`config.mk`:
```
export PLATFORM = sky130hd
export DESIGN_NAME = request_encoder_4x2
export DESIGN_NICKNAME = d
export VERILOG_FILES = /design/src/rtl/encoder_pkg.sv /design/src/rtl/priority_pick_4.sv /design/src/rtl/request_encoder_4x2.sv
export SDC_FILE = /design/constraint.sdc
export NUM_CORES = 1
export LEC_CHECK = 0
export CAP_MARGIN = 0
export CORE_ASPECT_RATIO = 1.2
export CORE_MARGIN = 2
export CORE_UTILIZATION = 25
export DETAILED_ROUTE_END_ITERATION = 10
export PLACE_DENSITY_LB_ADDON = 0.12
export SYNTH_ARGS = -nofsm -noshare
export SYNTH_HDL_FRONTEND = slang
export SYNTH_SLANG_ARGS = --single-unit
```
`constraint.sdc`:
```
create_clock -name clk -period 2.28 [get_ports clk]
set_clock_uncertainty 0.1 [all_clocks]
set_input_delay 0.228 -clock clk [delete_from_list [all_inputs] [get_ports clk]]
set_output_delay 0.228 -clock clk [all_outputs]
set_load 0.03 [all_outputs]
```
`src/rtl/encoder_pkg.sv`:
```
// Shared definitions for the 4-to-2 request encoder: widths, FSM state type
// and the index-to-one-hot helper used to form the service mask.
package encoder_pkg;

    localparam int N_REQ = 4;
    localparam int IDX_W = $clog2(N_REQ);

    // ENC_IDLE: nothing presented. ENC_HOLD: {A,B} valid, waiting for ready.
    typedef enum logic {
        ENC_IDLE = 1'b0,
        ENC_HOLD = 1'b1
    } enc_state_t;

    // One-hot mask with only bit idx set.
    function automatic logic [N_REQ-1:0] onehot_of(input logic [IDX_W-1:0] idx);
        onehot_of = N_REQ'(1) << idx;
    endfunction

endpackage

```
`src/rtl/priority_pick_4.sv`:
```
// Combinational highest-index-first priority pick over four request bits.
module priority_pick_4
    import encoder_pkg::*;
(
    input  logic [N_REQ-1:0] vec,
    output logic [IDX_W-1:0] idx,
    output logic             any
);

    // Highest set bit wins; idx is 0 when nothing is set.
    always_comb begin
        idx = '0;
        any = |vec;
        if (vec[3])
            idx = 2'd3;
        else if (vec[2])
            idx = 2'd2;
        else if (vec[1])
            idx = 2'd1;
        else
            idx = 2'd0;
    end

endmodule

```
`src/rtl/request_encoder_4x2.sv`:
```
// Registered 4-to-2 priority encoder. Falling edges on the active-low D bus
// are queued as pending bits and reported one at a time as {A,B} through a
// valid/ready handshake. All outputs come straight from flops.
module request_encoder_4x2
    import encoder_pkg::*;
(
    input  logic             clk,
    input  logic             reset,
    input  logic             enable,
    input  logic [N_REQ-1:0] D,
    input  logic             out_ready,
    output logic             out_valid,
    output logic             A,
    output logic             B,
    output logic [N_REQ-1:0] pending,
    output logic             overrun
);

    logic [N_REQ-1:0] d_q;
    logic [N_REQ-1:0] pending_q;
    logic [N_REQ-1:0] pending_d;
    logic             overrun_q;
    logic             overrun_d;
    enc_state_t       state_q;
    logic [IDX_W-1:0] idx_q;
    logic             valid_q;

    logic [N_REQ-1:0] evt;
    logic [N_REQ-1:0] served;
    logic [N_REQ-1:0] rem;
    logic [N_REQ-1:0] pick_vec;
    logic [IDX_W-1:0] pick_idx;
    logic             pick_any;

    // Event, service and next-pending terms for the current cycle.
    always_comb begin
        evt       = d_q & ~D & {N_REQ{enable}};
        served    = (valid_q && out_ready) ? onehot_of(idx_q) : '0;
        rem       = pending_q & ~served;
        // An event on a bit being served in the same cycle keeps it set.
        pending_d = rem | evt;
        overrun_d = overrun_q | (|(evt & pending_q & ~served));
        // Same-cycle events are deliberately excluded from the next pick.
        pick_vec  = (state_q == ENC_IDLE) ? pending_q : rem;
    end

    priority_pick_4 u_pick (
        .vec (pick_vec),
        .idx (pick_idx),
        .any (pick_any)
    );

    // Edge detect, pending queue, sticky overrun and presentation FSM.
    always_ff @(posedge clk) begin
        if (reset) begin
            d_q       <= '1;
            pending_q <= '0;
            overrun_q <= 1'b0;
            state_q   <= ENC_IDLE;
            idx_q     <= '0;
            valid_q   <= 1'b0;
        end else begin
            d_q       <= D;
            pending_q <= pending_d;
            overrun_q <= overrun_d;
            case (state_q)
                ENC_IDLE: begin
                    if (pick_any) begin
                        state_q <= ENC_HOLD;
                        valid_q <= 1'b1;
                        idx_q   <= pick_idx;
                    end
                end
                ENC_HOLD: begin
                    // Without ready the presented index is frozen, even if a
                    // higher-priority line becomes pending.
                    if (out_ready) begin
                        if (pick_any) begin
                            idx_q <= pick_idx;
                        end else begin
                            state_q <= ENC_IDLE;
                            valid_q <= 1'b0;
                        end
                    end
                end
                default: begin
                    state_q <= ENC_IDLE;
                    valid_q <= 1'b0;
                end
            endcase
        end
    end

    assign out_valid = valid_q;
    assign A         = idx_q[1];
    assign B         = idx_q[0];
    assign pending   = pending_q;
    assign overrun   = overrun_q;

endmodule

```
==> run summary <==
The flow ran to the end, and the final reports show no timing, DRC or antenna violations. Summed over all cells, the static leakage comes to 0.297 nW. The logs give 1 for the H-tree level count and 0.176 ns for the worst slack at placement. The die width works out to 48.4 um. For the count of yosys warnings during synthesis, the log shows 0.

The post-layout net count was 94; the worst path required time was 2.36 ns. IR analysis of the VDD net gives a maximum drop of 0.000285 V. Dividing total power by cell area gives a power density of 688 nW/um^2.

The finished layout cell area is 803 um^2, and the synthesized area per cell is 8.81 um^2. The placed instances occupy a cell area of 776 um^2. The sequential-to-total area share from yosys stat is 0.441. Setup repair after global routing left no endpoint under its margin. Number of buffer cells added on primary ports: 15. The global-route wire length before repair came out at 2420 um.

Yosys mapped a number of flops with a built-in enable equal to 0. The final routed wire length divided by cell count was 12.3 um; the combined area of all synthesized cells was 591 um^2. The clock passes through at most 2 buffers.

The number of antenna violations at the first check in global routing is 0. The number of hold violations in the final report was 0. The tools report the relative max-transition margin as 0.745. The clock reaches the later pin of the worst-skew pair after 0.29 ns. The critical path capture point type was a register.

For the final routed database, the setup TNS stands at 0 ns. The fraction of registers with async set/reset was 0. The run gives 2770 um^2 as the total die area. Once routing completed, OpenROAD measured the worst setup slack at 0.453 ns.

Counting the fill cells in the layout gives 245. 0 antenna diodes ended up in the layout. The largest net degree at the start of global routing came out at 11. The final period utilization was 0.801; the leftover overflow at the end of global routing was 0.

The first detailed-routing pass ran for 5 iterations. By startpoint and endpoint, the worst setup path is classified as primary input to register. Compared with the post-synthesis result, the final layout area differs by 36.0%. Setup violations remaining at the end of the flow were counted as 0. The synthesized netlist contains 27 unique library cells. The utilization of the core after routing was 0.356; the sum of net half-perimeters after detailed placement was 1070 um. The number of max-slew violations in the final report came out at 0. The number of synthesized register bits is 13, and the total of hold buffers inserted after clock tree synthesis is 0. The tree is rooted in a clkbuf_4.

After the first detailed-routing iteration, the DRC count stood at 8. For this block, the routed nets add up to 1430 um of wire. In this run the core area contains 19 standard-cell rows. The worst hold path belongs to the class primary input to register. The number of vias per cell came out at 4.71. The maximum net fanout on the critical path is 7, and the number of nets in the synthesized netlist is 75.

The run gives 1.91 ns as the arrival time of the worst setup path. The tools report the category of the worst setup path launch point as a primary input. The layout cell share with drive strength beyond 1 works out to 0.0941.

After floorplanning, the core was sized to cover 2260 um^2. The count of non-filler cells in the finished layout is 116. The clock sink total came out at 13. After detailed placement, the design holds a cell count of 112. Effective utilization at floorplan: 0.261.

The total CTS buffers was 3; the clock edge transition at the registers on the reported setup and hold paths was 0.09 ns. The final critical path time including I/O delays and setup is 1.83 ns. The post-CTS setup buffer count was 0. The tool flagged a number of max-cap violations equal to 0.

The number of global-route vias before repair came out at 541. The count of nets left with antenna violations once routing finished came out at 0. The last weighted congestion value of the routability-driven placer is 0.740.

The tools report the post-route total power as 0.553 mW. The final hold slack was 0.398 ns. The post-route DRC violation count was 0.

Pin placement for this block handled 16 I/O pins. In the synthesized netlist, the number of instances is 67. The measured slew at the worst slew-check pin works out to 0.381 ns.

The commonest register cell after synthesis was dfxtp_1. The floorplan step set the die height to 57.2 um. In this run, post-CTS repair resized a total of 0 instances. TritonCTS built the clock tree.

The total track usage is 0.113, and the number of vias after detailed routing is 546. Based on the critical path, the design can be clocked at up to 0.547 GHz.
synth_stat cells (2+ instances only):
library cell	number	share of area
dfxtp_1	13	0.44
or2_2	2	0.021
nand2_1	6	0.038
nand2b_1	3	0.032
nand3_1	2	0.017
a21oi_1	6	0.051
inv_1	7	0.044
nand3b_1	2	0.025
o21a_1	3	0.038
o21ai_0	4	0.034
nor2_1	3	0.019
layer usage:
metal	vias up	GRT usage	wire, um
li1	283	-	-
met1	247	0.144	657
met2	12	0.177	674
met3	4	0.0262	58
met4	0	0.0612	35
met5	-	0	0
state kept, by name, summed over array words and instances (netlist names):
name and flops:
pending 4, out_valid 1, overrun 1, idx_q 2, state_q 1, d_q 4
power breakdown:
| part | internal (mW) | total, mW | switching, mW |
|---|---|---|---|
| Sequential | 0.247 | 0.267 | 0.0202 |
| Clock | 0.0653 | 0.152 | 0.0871 |
| Combinational | 0.0633 | 0.133 | 0.0701 |
| Total | 0.375 | 0.553 | 0.177 |
worst max-delay path, cell delays in order:
cell and delay (ns):
clkdlybuf4s50_1 0.58, nand4b_1 0.21, o21a_1 0.26, o41a_1 0.39, o221a_1 0.24
logic make-up (layout without fill, tap and decap cells):
group,after synthesis,after routing,share of synthesized area
flops,13,13,0.441
compound gates,22,22,0.269
buf+inv,8,26,0.0508
simple gates,24,24,0.239
path summary, 6_finish.rpt:
check / from / to / slack (ns) / depth (start not counted)
worst max-delay path: out_ready / idx_q[0] / 0.45 / 5
worst min-delay path: D[1] / d_q[1] / 0.40 / 3
worst max register to register: idx_q[0] / idx_q[0] / 0.54 / 4
worst min register to register: d_q[2] / pending[2] / 0.41 / 2
final cells by class:
class / count / area (um^2) / share of cell area
Multi-Input combinational cell: 46 / 300 / 0.374
Sequential cell: 13 / 260 / 0.324
Timing Repair Buffer: 15 / 150 / 0.187
Tap cell: 31 / 38.8 / 0.0483
Inverter: 7 / 26.3 / 0.0327
Clock buffer: 3 / 22.5 / 0.0280
Clock inverter: 1 / 5.00 / 0.00623
cells in the final DEF, fill, tap and decap left out:
cell | netlist | final
and4_1 | 1 | 1
dfxtp_1 | 13 | 13
o221a_1 | 1 | 1
a32oi_1 | 1 | 1
nand2b_1 | 3 | 3
and4bb_2 | 1 | 1
nand2_1 | 6 | 6
o41ai_1 | 1 | 1
o32ai_1 | 1 | 1
or2_2 | 2 | 2
clkdlybuf4s50_1 | 0 | 15
o21ai_0 | 4 | 4
nand3_1 | 2 | 2
clkinv_2 | 0 | 1
inv_1 | 7 | 7
and2_1 | 1 | 1
nand4b_1 | 1 | 1
a221oi_1 | 1 | 1
nor4b_1 | 1 | 1
o41a_1 | 1 | 1
nor4_1 | 1 | 1
o2111a_1 | 1 | 1
o21a_1 | 3 | 3
o21ba_2 | 1 | 1
clkbuf_4 | 0 | 3
nand3b_1 | 2 | 2
o31ai_1 | 1 | 1
nor2_1 | 3 | 3
a21oi_1 | 6 | 6
Power figures use the tool's default switching activity.
